<file path="src/rtl/seven_seg_scan_ctrl_pkg.sv">
// seven_seg_pkg: segment patterns, converter state type and
// small helpers shared by the seven-segment scan controller.
package seven_seg_pkg;

    localparam int SEG_W = 7;

    localparam logic [SEG_W-1:0] SEG_BLANK = 7'b1111111;
    localparam logic [SEG_W-1:0] SEG_DASH  = 7'b1111110;

    // a..g MSB-first, active-low
    localparam logic [SEG_W-1:0] SEG_DIGIT [0:9] = '{
        7'b0000001,
        7'b1001111,
        7'b0010010,
        7'b0000110,
        7'b1001100,
        7'b0100100,
        7'b0100000,
        7'b0001111,
        7'b0000000,
        7'b0000100
    };

    typedef enum logic {
        CV_IDLE,
        CV_RUN
    } cv_state_t;

    function automatic logic [SEG_W-1:0] bcd_to_seg(
        input logic [3:0] d
    );
        logic [SEG_W-1:0] s;
        s = SEG_BLANK;
        case (d)
            4'd0: s = SEG_DIGIT[0];
            4'd1: s = SEG_DIGIT[1];
            4'd2: s = SEG_DIGIT[2];
            4'd3: s = SEG_DIGIT[3];
            4'd4: s = SEG_DIGIT[4];
            4'd5: s = SEG_DIGIT[5];
            4'd6: s = SEG_DIGIT[6];
            4'd7: s = SEG_DIGIT[7];
            4'd8: s = SEG_DIGIT[8];
            4'd9: s = SEG_DIGIT[9];
            default: s = SEG_BLANK;
        endcase
        return s;
    endfunction

    function automatic logic [3:0] add3(
        input logic [3:0] n
    );
        return (n >= 4'd5) ? n + 4'd3 : n;
    endfunction

endpackage

</file>
<file path="src/rtl/seven_seg_scan_ctrl_if.sv">
// Load/busy handshake bundle between application logic and the
// seven-segment scan controller.
interface seven_seg_scan_ctrl_if #(
    parameter int VALUE_W = 14
) ();

    logic [VALUE_W-1:0] value;
    logic               load;
    logic               busy;
    logic               overflow;

    modport master (
        output value,
        output load,
        input  busy,
        input  overflow
    );

    modport slave (
        input  value,
        input  load,
        output busy,
        output overflow
    );

endinterface

</file>
<file path="src/rtl/seven_seg_scan_ctrl_bin2bcd_seq.sv">
// bin2bcd_seq: one-bit-per-cycle double-dabble converter with a
// sticky flag for values that do not fit in NUM_DIGITS digits.
module bin2bcd_seq
    import seven_seg_pkg::*;
#(
    parameter int VALUE_W    = 14,
    parameter int NUM_DIGITS = 4
) (
    input  logic                    clk_12MHz,
    input  logic                    rst,
    input  logic                    start,
    input  logic [VALUE_W-1:0]      bin,
    output logic                    busy,
    output logic                    done,
    output logic [4*NUM_DIGITS-1:0] bcd,
    output logic                    ovf
);

    localparam int BCD_W = 4 * NUM_DIGITS;
    localparam int CNT_W = $clog2(VALUE_W);

    cv_state_t          state;
    logic [VALUE_W-1:0] sh;
    logic [BCD_W-1:0]   acc;
    logic [BCD_W-1:0]   adj;
    logic               acc_ovf;
    logic [CNT_W-1:0]   cnt;

    always_comb begin
        adj = '0;
        for (int i = 0; i < NUM_DIGITS; i++) begin
            adj[4*i +: 4] = add3(acc[4*i +: 4]);
        end
    end

    // Any bit shifted past the top nibble means value >= 10^NUM_DIGITS
    assign bcd  = {adj[BCD_W-2:0], sh[VALUE_W-1]};
    assign ovf  = acc_ovf | adj[BCD_W-1];
    assign done = (state == CV_RUN) &&
                  (cnt == CNT_W'(VALUE_W - 1));

    always_ff @(posedge clk_12MHz) begin
        if (rst) begin
            state   <= CV_IDLE;
            busy    <= 1'b0;
            sh      <= '0;
            acc     <= '0;
            acc_ovf <= 1'b0;
            cnt     <= '0;
        end else begin
            unique case (state)
                CV_IDLE: begin
                    if (start) begin
                        state   <= CV_RUN;
                        busy    <= 1'b1;
                        sh      <= bin;
                        acc     <= '0;
                        acc_ovf <= 1'b0;
                        cnt     <= '0;
                    end
                end
                CV_RUN: begin
                    sh      <= sh << 1;
                    acc     <= bcd;
                    acc_ovf <= ovf;
                    cnt     <= cnt + 1'b1;
                    if (done) begin
                        state <= CV_IDLE;
                        busy  <= 1'b0;
                    end
                end
            endcase
        end
    end

endmodule

</file>
<file path="src/rtl/seven_seg_scan_ctrl.sv">
// seven_seg_scan_ctrl: BCD conversion plus multiplexed scan of a
// common-anode display. SEVEN_SEG_LZB_EN enables leading-zero blanking.
module seven_seg_scan_ctrl
    import seven_seg_pkg::*;
#(
    parameter int NUM_DIGITS = 4,
    parameter int VALUE_W    = 14,
    parameter int CLK_HZ     = 12_000_000,
    parameter int SCAN_HZ    = 1000
) (
    input  logic                  clk_12MHz,
    input  logic                  rst,
    seven_seg_scan_ctrl_if.slave  ld,
    output logic [NUM_DIGITS-1:0] digit_en,
    output logic [SEG_W-1:0]      segments
);

    localparam int DIV   = CLK_HZ / SCAN_HZ;
    localparam int PRE_W = $clog2(DIV);
    localparam int IDX_W = (NUM_DIGITS > 1) ? $clog2(NUM_DIGITS) : 1;
    localparam int BCD_W = 4 * NUM_DIGITS;

    logic             cv_busy;
    logic             cv_done;
    logic [BCD_W-1:0] cv_bcd;
    logic             cv_ovf;

    logic [BCD_W-1:0] disp_bcd;
    logic             disp_ovf;

    logic [PRE_W-1:0] pre;
    logic [IDX_W-1:0] idx;
    logic             tick;

    logic [3:0]            cur;
    logic [NUM_DIGITS-1:0] en_nxt;
    logic [SEG_W-1:0]      seg_nxt;

    bin2bcd_seq #(
        .VALUE_W    (VALUE_W),
        .NUM_DIGITS (NUM_DIGITS)
    ) u_conv (
        .clk_12MHz (clk_12MHz),
        .rst       (rst),
        .start     (ld.load),
        .bin       (ld.value),
        .busy      (cv_busy),
        .done      (cv_done),
        .bcd       (cv_bcd),
        .ovf       (cv_ovf)
    );

    assign ld.busy     = cv_busy;
    assign ld.overflow = disp_ovf;

    // Digits and overflow flag commit together on the final shift
    always_ff @(posedge clk_12MHz) begin
        if (rst) begin
            disp_bcd <= '0;
            disp_ovf <= 1'b0;
        end else if (cv_done) begin
            disp_bcd <= cv_bcd;
            disp_ovf <= cv_ovf;
        end
    end

    assign tick = (pre == PRE_W'(DIV - 1));

    always_ff @(posedge clk_12MHz) begin
        if (rst) begin
            pre <= '0;
            idx <= '0;
        end else if (tick) begin
            pre <= '0;
            if (idx == IDX_W'(NUM_DIGITS - 1)) begin
                idx <= '0;
            end else begin
                idx <= idx + 1'b1;
            end
        end else begin
            pre <= pre + 1'b1;
        end
    end

    assign cur = disp_bcd[4*idx +: 4];

`ifdef SEVEN_SEG_LZB_EN
    logic [NUM_DIGITS-1:0] shown;

    always_comb begin
        logic seen;
        seen  = 1'b0;
        shown = '0;
        for (int i = NUM_DIGITS - 1; i >= 0; i--) begin
            seen     = seen | (disp_bcd[4*i +: 4] != 4'd0) | (i == 0);
            shown[i] = seen;
        end
    end
`endif

    always_comb begin
        en_nxt  = ~(NUM_DIGITS'(1) << idx);
        seg_nxt = disp_ovf ? SEG_DASH : bcd_to_seg(cur);
`ifdef SEVEN_SEG_LZB_EN
        if (!disp_ovf && !shown[idx]) begin
            en_nxt  = '1;
            seg_nxt = SEG_BLANK;
        end
`endif
    end

    always_ff @(posedge clk_12MHz) begin
        if (rst) begin
            digit_en <= '1;
            segments <= SEG_BLANK;
        end else begin
            digit_en <= en_nxt;
            segments <= seg_nxt;
        end
    end

endmodule

</file>
<file path="src/flat_wrapper.sv">
// flat-port wrapper written by rule: the top's interface ports become plain ports
module seven_seg_scan_ctrl_flat import seven_seg_pkg::*;
#(
    parameter int NUM_DIGITS = 4,
    parameter int VALUE_W    = 14,
    parameter int CLK_HZ     = 12_000_000,
    parameter int SCAN_HZ    = 1000
)
  (clk_12MHz, rst, digit_en, segments, ld_value, ld_load, ld_busy, ld_overflow);
  seven_seg_scan_ctrl_if #(.VALUE_W(VALUE_W)) ld_i ();
  input  logic clk_12MHz;
  input  logic rst;
  output logic [NUM_DIGITS-1:0] digit_en;
  output logic [SEG_W-1:0] segments;
  input wire logic [$bits(ld_i.value)-1:0] ld_value;
  input wire logic [$bits(ld_i.load)-1:0] ld_load;
  output wire logic [$bits(ld_i.busy)-1:0] ld_busy;
  output wire logic [$bits(ld_i.overflow)-1:0] ld_overflow;
  assign ld_i.value = ld_value;
  assign ld_i.load = ld_load;
  assign ld_busy = ld_i.busy;
  assign ld_overflow = ld_i.overflow;
  seven_seg_scan_ctrl #(.NUM_DIGITS(NUM_DIGITS), .VALUE_W(VALUE_W), .CLK_HZ(CLK_HZ), .SCAN_HZ(SCAN_HZ)) u_core (.clk_12MHz(clk_12MHz), .rst(rst), .ld(ld_i), .digit_en(digit_en), .segments(segments));
endmodule
</file>
<file path="config.mk">
export PLATFORM = sky130hd
export DESIGN_NAME = seven_seg_scan_ctrl_flat
export DESIGN_NICKNAME = d
export VERILOG_FILES = /design/src/rtl/seven_seg_scan_ctrl_pkg.sv /design/src/rtl/seven_seg_scan_ctrl_if.sv /design/src/rtl/seven_seg_scan_ctrl_bin2bcd_seq.sv /design/src/rtl/seven_seg_scan_ctrl.sv /design/src/flat_wrapper.sv
export SDC_FILE = /design/constraint.sdc
export NUM_CORES = 1
export LEC_CHECK = 0
export CAP_MARGIN = 10
export CORE_AREA = 3 3 88 90
export DETAILED_ROUTE_END_ITERATION = 10
export DIE_AREA = 0 0 91 93
export HOLD_SLACK_MARGIN = 0.08
export PLACE_DENSITY = 0.82
export SYNTH_ARGS = -nofsm -noshare
export SYNTH_HDL_FRONTEND = slang
export SYNTH_SLANG_ARGS = --single-unit
export TNS_END_PERCENT = 10
</file>
<file path="constraint.sdc">
create_clock -name clk_12MHz -period 2.1 [get_ports clk_12MHz]
set_input_delay 0.21 -clock clk_12MHz [delete_from_list [all_inputs] [get_ports clk_12MHz]]
set_output_delay 0.21 -clock clk_12MHz [all_outputs]
set_load 0.01 [all_outputs]
</file>
Yosys cells after proc, flatten, opt, wreduce, memory -nomap -nowiden

Memories as Yosys holds them, arrays and structs flattened.
Index checks and enable logic that the tools add are counted.

Flip-flop bits (word level): 81
Bits in latches: 0
Memory bits (writable): 0
Memory bits (read-only): 112
Logic and storage cells: 59
Memories: 1

Add/sub/neg operators: 7
Multiply operators: 0
Divide/modulo/power cells: 0
Magnitude comparators: 4
Eq/ne operators: 5
Shifts and indexed selects: 2
Multiplexer cells: 20
Bitwise operators: 3
Reduce and logical (&&, ||, !) cells: 4

Memories:

| memory          | depth | width | read ports | clocked after memory_dff | wr ports | line                          | text |
|---|---|---|---|---|---|---|---|
| (no name shown) | 16    | 7     | 1          | 0                        | 0        | seven_seg_scan_ctrl_pkg.sv:34 | `case (d)` |

Operators by type and width:

| cell                                                                    | count |
|---|---|
| 16-bit one-hot mux with 2 select lines                                  | 1 |
| 14-bit one-hot mux with 2 select lines                                  | 1 |
| 4-bit 2-to-1 mux                                                        | 5 |
| 4-bit by 2-bit adder with 4-bit output, second input constant           | 4 |
| 4-bit by 3-bit >= comparator with 1-bit output, second input constant   | 4 |
| 16-bit 2-to-1 mux                                                       | 1 |
| 16-bit by 5-bit indexed part select with 4-bit output                   | 1 |
| 14-bit by 1-bit adder with 14-bit output, second input constant         | 1 |
| 14-bit equality test, second input constant                             | 1 |
| 14-bit 2-to-1 mux                                                       | 1 |
| 4-bit one-hot mux with 2 select lines                                   | 1 |
| 1-bit 2-to-1 mux                                                        | 6 |
| 1-bit one-hot mux with 2 select lines                                   | 3 |
| 4-bit by 1-bit adder with 4-bit output, second input constant           | 1 |
| 4-bit equality test, second input constant                              | 1 |
| 4-bit NOT                                                               | 1 |
| 2-bit OR reduction                                                      | 2 |
| 1-bit by 2-bit left shift with 4-bit output, first input constant       | 1 |
| 2-bit by 1-bit adder with 2-bit output, second input constant           | 1 |
| 2-bit equality test, second input constant                              | 1 |
| 2-bit 2-to-1 mux                                                        | 1 |
| 2-bit by 1-bit inequality test with 1-bit output, second input constant | 1 |
| 2-bit inequality test, second input constant                            | 1 |
| 2-bit AND reduction                                                     | 1 |
| 3 further kinds                                                         | 3 |

Longest topological paths before layout

Gate-level depths: netlist of run 1.

Depth in word-level cells: 4
Mapped depth: 9
Depth with buffers taken out: 8

Hierarchy

A second synthesis of run 1 with hierarchy kept.

Cells, all modules: 425
Area total of the unflattened synthesis: 3,987.6 um2

By module, submodules not included:

| module              | instances | cells an instance | area each (um2) |
|---|---|---|---|
| bin2bcd_seq         | 1         | 232               | 2,043.2 |
| seven_seg_scan_ctrl | 1         | 193               | 1,944.4 |

Least setup slack after synthesis of run 1

No wires, ideal clock.

Path type: register -> register
Start point: register u_core.idx[0]
End point: register u_core.segments[2]
Library setup time: 117 ps
Arrival: 1,593 ps
Required time: 1,983 ps
Slack: 390 ps
Cell stages (with the launch flop): 8
Period minus slack after synthesis: 1,710 ps
Path through: dfxtp_1 -> buf_6 -> mux4_2 -> inv_1 -> ha_1 -> mux2i_1 -> o21ai_0 -> nand2_1

Cells in the longest elaborated chain, start to end: 2

Ends and longest elaborated chain:

| what                                                  | line                       | text |
|---|---|---|
| from (decl)                                           | seven_seg_scan_ctrl.sv:32  | `logic [IDX_W-1:0] idx;` |
| from (signal assigned)                                | seven_seg_scan_ctrl.sv:78  | `idx <= idx + 1'b1;` |
| 16-bit by 5-bit indexed part select with 4-bit output | seven_seg_scan_ctrl.sv:85  | `assign cur = disp_bcd[4*idx +: 4];` |
| memory read 16 x 7 bit                                | -                          |  |
| to (signal assigned)                                  | seven_seg_scan_ctrl.sv:118 | `segments <= seg_nxt;` |
| to (decl)                                             | seven_seg_scan_ctrl.sv:15  | `output logic [SEG_W-1:0] segments` |

Every way passes these cells.
A chain may end at the register's enable or synchronous reset.

Worst setup path in the final report of run 1

Same ends and word-level chain as after synthesis.

==> flow_summary.yaml, run 1 <==
global_routing:
  grt_pass1_wl_um: 12220
  busiest_layer: "met2"
  grtUsageMet1_pct: 20.12
  grt_use_met2_pct: 32.37
  met3_usage_pct: 4.586
  grt_pass1_vias: 2794
  track_usage_pct: 17.68
  gr-total-overflow: 0
  antenna_found_initial: 0
  grt_max_degree: 46
detailed_routing:
  wl_per_cell_um: 12.35
  routed_wl_um: 7040
  viasPerCell: 5.249
  dr.pass1.iters: 4
  antenna_left: 0
  route.vias.total: 2992
  drc: 0
  drt_iter0_drc: 144
synthesis:
  syn_nets: 486
  synth.avg_cell_area_um2: 8.548
  yosysWarnings: 0
  synth_seq_cells: 81
  synthCells: 447
  async_flop_share_pct: 0
  synth_ff_type: "dfxtp_1"
  synth_area_mm2: 0.003821
  ys_types: 39
  synth_edf_count: 0
  synth-seq-area-share_pct: 42.44
clock_tree:
  htree_levels: 3
  hold_buffers: 0
  clkLatencyLatePin_ps: 350
  ctsResizeCount: 0
  numCtsBuffers: 9
  path_clk_slew_ps: 80
  clockBufferDepth: 2
  postCtsSetupBuffers: 0
  cts_tree: "yes"
  cts_sinks: 81
  clockRootBuffer: "clkbuf_8"
sta:
  drv_slew: 0
  relSlewSlack_pct: 60.60
  hold_slack_ps: 261.7
  hold_violations: 0
  max_freq_mhz: 566.4
  finalSetupViolCount: 0
  fin_tns_setup_ps: 0
  rsz0062_at_grt: "no"
  fin_crit_ps: 1765
  fin_skew_ps: 9.346
  worst-slew-pin-transition_ps: 589.2
  period_share_pct: 84.07
flow_run:
  timing.max_cap.violations: 0
final_layout:
  final_common_cell: "dfxtp_1"
  nets: 507
  filler_cell_count: 637
  diodes: 0
  final_cell_mix: "dfxtp_1, nor2_1, a21oi_1"
  final_util_pct: 60.92
  drive_gt1_share_pct: 7.219
  syn_to_final_growth_pct: 13.79
power_and_ir_drop:
  p_per_area_mw_per_mm2: 640.5
  peakVddDrop_uv: 353.8
  power.static_leakage_nw: 1.666
placed_design:
  gp_congestion: 0.8271
  hpwl_um: 5013
  portBuffers: 29
min_path:
  hp-start: "rst"
  min_to: "u_core.idx[1]$_SDFFE_PP0N_"
  hold_path.class: "input pin to flip-flop"
  whs_path_depth: 2
worst_setup_path:
  startpoint_type: "flip-flop"
  path_class: "flip-flop to flip-flop"
  reg2regPathDepth: 6
  worstPathArrival_ps: 2010
  crit_path_max_fanout: 7
  r2r-end: "u_core.segments[2]$_SDFF_PP1_"
  r2r_start: "u_core.idx[0]$_SDFFE_PP0N_"
  critPathRequiredTime_ps: 2340
  r2r_slack_ps: 330
  end_kind: "flip-flop"
outcome:
  outcome: "finished clean"
floorplan:
  io_pins: 30
  die_w_um: 91
  rows: 31
  start_util_pct: 53.54
  die_y_um: 93
  core-area_mm2: 0.007137
  fp.dieArea_mm2: 0.008463
Yosys cell counts, drive strengths merged, types with 7 or more instances:
cell type,number,area (µm²)
clkbuf,18,67.56
a21oi,50,254.0
inv,16,60.06
o21ai,19,95.09
nand2b,13,81.33
nand3,11,55.05
nand2,44,165.2
dfxtp,81,1622
mux2i,25,250.2
ha,22,275.3
nor3,12,60.06
xnor2,7,68.82
nor2,70,262.8
nor3b,9,67.56
xor2,10,87.58
buf,9,57.55
cell families (layout without fill, tap and decap cells):
group	after synthesis	in the layout	synth area share [%]
muxes	29	29	8.612
xor gates and xnor gates	17	17	4.093
AOI/OAI and AO/OA	79	79	11.33
DFF	81	81	42.44
adders and majority gates	22	22	7.204
and+or+nand+nor	176	176	21.48
buffers and inverters	43	67	4.846
how the worst max path moves through the flow:
stage,slack [ps],from,to
finish,330,u_core.idx[0]$_SDFFE_PP0N_,u_core.segments[2]$_SDFF_PP1_
global route,160,u_core.idx[1]$_SDFFE_PP0N_,u_core.segments[0]$_SDFF_PP1_
CTS,330,u_core.idx[0]$_SDFFE_PP0N_,u_core.segments[2]$_SDFF_PP1_
detailed placement,320,u_core.idx[0]$_SDFFE_PP0N_,u_core.segments[2]$_SDFF_PP1_
global placement,390,u_core.idx[0]$_SDFFE_PP0N_,u_core.segments[2]$_SDFF_PP1_
floorplan,390,u_core.idx[0]$_SDFFE_PP0N_,u_core.segments[2]$_SDFF_PP1_
layout make-up:
cell class              instances  area (µm²)  share of cell area, %
multi-input cells             323        2014                  46.33
flip-flops and latches         81        1623                  37.32
repair buffers                 37       357.8                  8.230
clock buffers                  11       151.4                  3.482
well taps                      99       123.9                  2.849
inverters                      16       60.06                  1.381
clock inverters                 3       17.52                 0.4029
sequential cells by signal, indices dropped and copies added, names as in the netlist:
| name | flops |
|---|---|
| u_core.u_conv.busy | 1 |
| u_core.u_conv.sh | 14 |
| u_core.disp_bcd | 16 |
| u_core.u_conv.state | 1 |
| u_core.idx | 2 |
| u_core.digit_en | 4 |
| u_core.segments | 7 |
| u_core.u_conv.acc_ovf | 1 |
| u_core.pre | 14 |
| u_core.u_conv.cnt | 4 |
| u_core.u_conv.acc | 16 |
| u_core.ld.overflow | 1 |
metal layers:
layer,wire length (µm),part of all wire (%)
met5,0,0
met1,3156,45
met4,98,1.4
met2,3556,51
met3,228,3.2
report_power, final:
part           leakage [nW]  switching, mW  internal [mW]  total [mW]
Clock                0.0871          0.515          0.477       0.992
Sequential            0.659         0.0247           1.57        1.59
Combinational         0.920          0.103         0.0962       0.199
Total                  1.67          0.642           2.14        2.78
worst max-delay path: stages, from the launching register on:
cell and delay [ps]:
dfxtp_1 430, mux4_2 640, inv_1 140, ha_1 190, mux2i_1 70, o21ai_0 140, nand2_1 60
per-stage QoR:
stage,area (µm²),setup slack [ps],power (mW),cells
2_1_floorplan,3821,390.2,1.750,447
3_3_place_gp,4179,391.3,1.823,556
3_5_place_dp,4179,324.7,1.831,556
4_1_cts,4348,326.0,2.818,570
5_1_grt,4348,159.3,2.897,570
6_report,4348,334.6,2.785,570
No activity file was read; power rests on OpenSTA's default activity.
==> run 2, diff against run 1 <==
clock period = 1.65 ns   (was 2.1 ns; I/O delays follow)
==> run 2 against run 1 <==
Effect of this change: count of clock-buffer cells in the layout is 1 lower; die area stayed put; non-clock buffer count is 9 higher; cell count is 1.9% higher; clock power is 76% higher.
==> flow_summary.yaml, run 2 (synthesis results as in run 1) <==
final_layout:
  seqCellArea_mm2: 0.001630
  multi_input_area_mm2: 0.002059
  layout.cells.non_filler: 581
  final_common_cell: "dfxtp_1"
  drive_gt1_share_pct: 11.83
  syn_to_final_growth_pct: 19.19
  final_cell_mix: "dfxtp_1, nor2_1, a21oi_1"
  diodes: 0
  filler_cell_count: 634
  nets: 516
  finalInstanceArea_mm2: 0.004554
  top_regs: "u_core.disp_bcd: 16 flops, u_core.u_conv.acc: 16 flops"
sta:
  period_share_pct: 95.92
  drv_slew: 0
  fin_crit_ps: 1583
  max_freq_mhz: 631.8
  finalSetupViolCount: 0
  relSlewSlack_pct: 75.87
  fin_tns_setup_ps: 0
  fin_skew_ps: 8.736
  rsz0062_at_grt: "yes"
  worst-slew-pin-transition_ps: 358.1
  hold_slack_ps: 144.7
  hold_violations: 0
floorplan:
  die_w_um: 91
  start_util_pct: 53.54
  die_y_um: 93
  core-area_mm2: 0.007137
  io_pins: 30
  fp.dieArea_mm2: 0.008463
  rows: 31
outcome:
  outcome: "finished clean"
worst_setup_path:
  path_class: "flip-flop to flip-flop"
  cp_num_buf_inv: 1
  critPathTopFamily: "multiplexers"
  startpoint_type: "flip-flop"
  cp_slowest_cell: "mux4_2"
  crit_chain: "buf_4, mux4_2, o21ai_1, and2_2, o21ai_1"
  end_kind: "flip-flop"
  crit_top_cell: "o21ai_1"
  max_stage_delay_ps: 610
  critPathRequiredTime_ps: 1890
  crit_path_max_fanout: 9
  worstPathArrival_ps: 1820
global_routing:
  gr-total-overflow: 0
  track_usage_pct: 18.29
  grt_pass1_wl_um: 12680
  grt_max_degree: 52
  antenna_found_initial: 0
  grt_pass1_vias: 2958
clock_tree:
  clockRootBuffer: "clkbuf_8"
  hold_buffers: 0
  numCtsBuffers: 9
  clkLatencyLatePin_ps: 350
  cts_tree: "yes"
  path_clk_slew_ps: 90
  cts_sinks: 81
  clockBufferDepth: 2
  htree_levels: 3
detailed_routing:
  routed_wl_um: 7625
  viasPerCell: 5.294
  dr.pass1.iters: 5
  route.vias.total: 3076
  drc: 0
  antenna_left: 0
  wl_per_cell_um: 13.12
  drt_iter0_drc: 168
power_and_ir_drop:
  p_total_mw: 4.041
  peakVddDrop_uv: 457.7
  power.static_leakage_nw: 1.743
  p_per_area_mw_per_mm2: 887.4
placed_design:
  hpwl_um: 5231
  post-place-cells: 563
  placed_area_mm2: 0.004245
  gp_congestion: 0.8502
  portBuffers: 29
min_path:
  hold_path.class: "input pin to flip-flop"
flow_run:
  timing.max_cap.violations: 0
==> run 2: layer usage <==
layer	routed length, µm	vias to the layer above	track usage [%]
li1	-	1567	-
met1	3356	1436	21.49
met2	3828	57	32.50
met3	239	16	3.057
met4	200	0	8.668
met5	0	-	0
==> run 2: through the flow <==
step / util (%) / worst slack [ps]
2_1_floorplan: - / 13.85
4_1_cts: 62.94 / 7.897
3_5_place_dp: 59.48 / -14.70
5_1_grt: 63.81 / -89.98
6_report: 63.81 / 67.31
3_3_place_gp: 59.48 / 55.88
==> run 2: cell type report <==
class	count	share of cell area (%)
Clock buffer	10	2.802
Clock inverter	6	2.527
Inverter	16	1.319
Multi-Input combinational cell	323	45.22
Sequential cell	81	35.80
Tap cell	99	2.720
Timing Repair Buffer	46	9.615
==> run 2: timing repair <==
action                     in CTS  in global routing
cloned                          0                  0
pin swaps                       0                  2
gates resized for setup         2                 14
buffers inserted                0                  2
setup endpoints to repair       3                 16
==> run 2: worst paths after layout <==
| path | cells after the start | slack, ps | startpoint | end |
|---|---|---|---|---|
| max | 5 | 70 | u_core.idx[0]$_SDFFE_PP0N_ | u_core.segments[1]$_SDFF_PP1_ |
| min | 2 | 140 | rst | u_core.u_conv.busy$_SDFFE_PP0P_ |
| max reg2reg | 5 | 70 | u_core.idx[0]$_SDFFE_PP0N_ | u_core.segments[1]$_SDFF_PP1_ |
| min reg2reg | 2 | 470 | u_core.disp_bcd[12]$_SDFFE_PP0P_ | u_core.disp_bcd[12]$_SDFFE_PP0P_ |
==> run 2: power breakdown <==
| part | switching (mW) | internal [mW] |
|---|---|---|
| Combinational | 0.133 | 0.128 |
| Sequential | 0.0335 | 1.99 |
| Clock | 0.739 | 1.01 |
| Total | 0.906 | 3.14 |
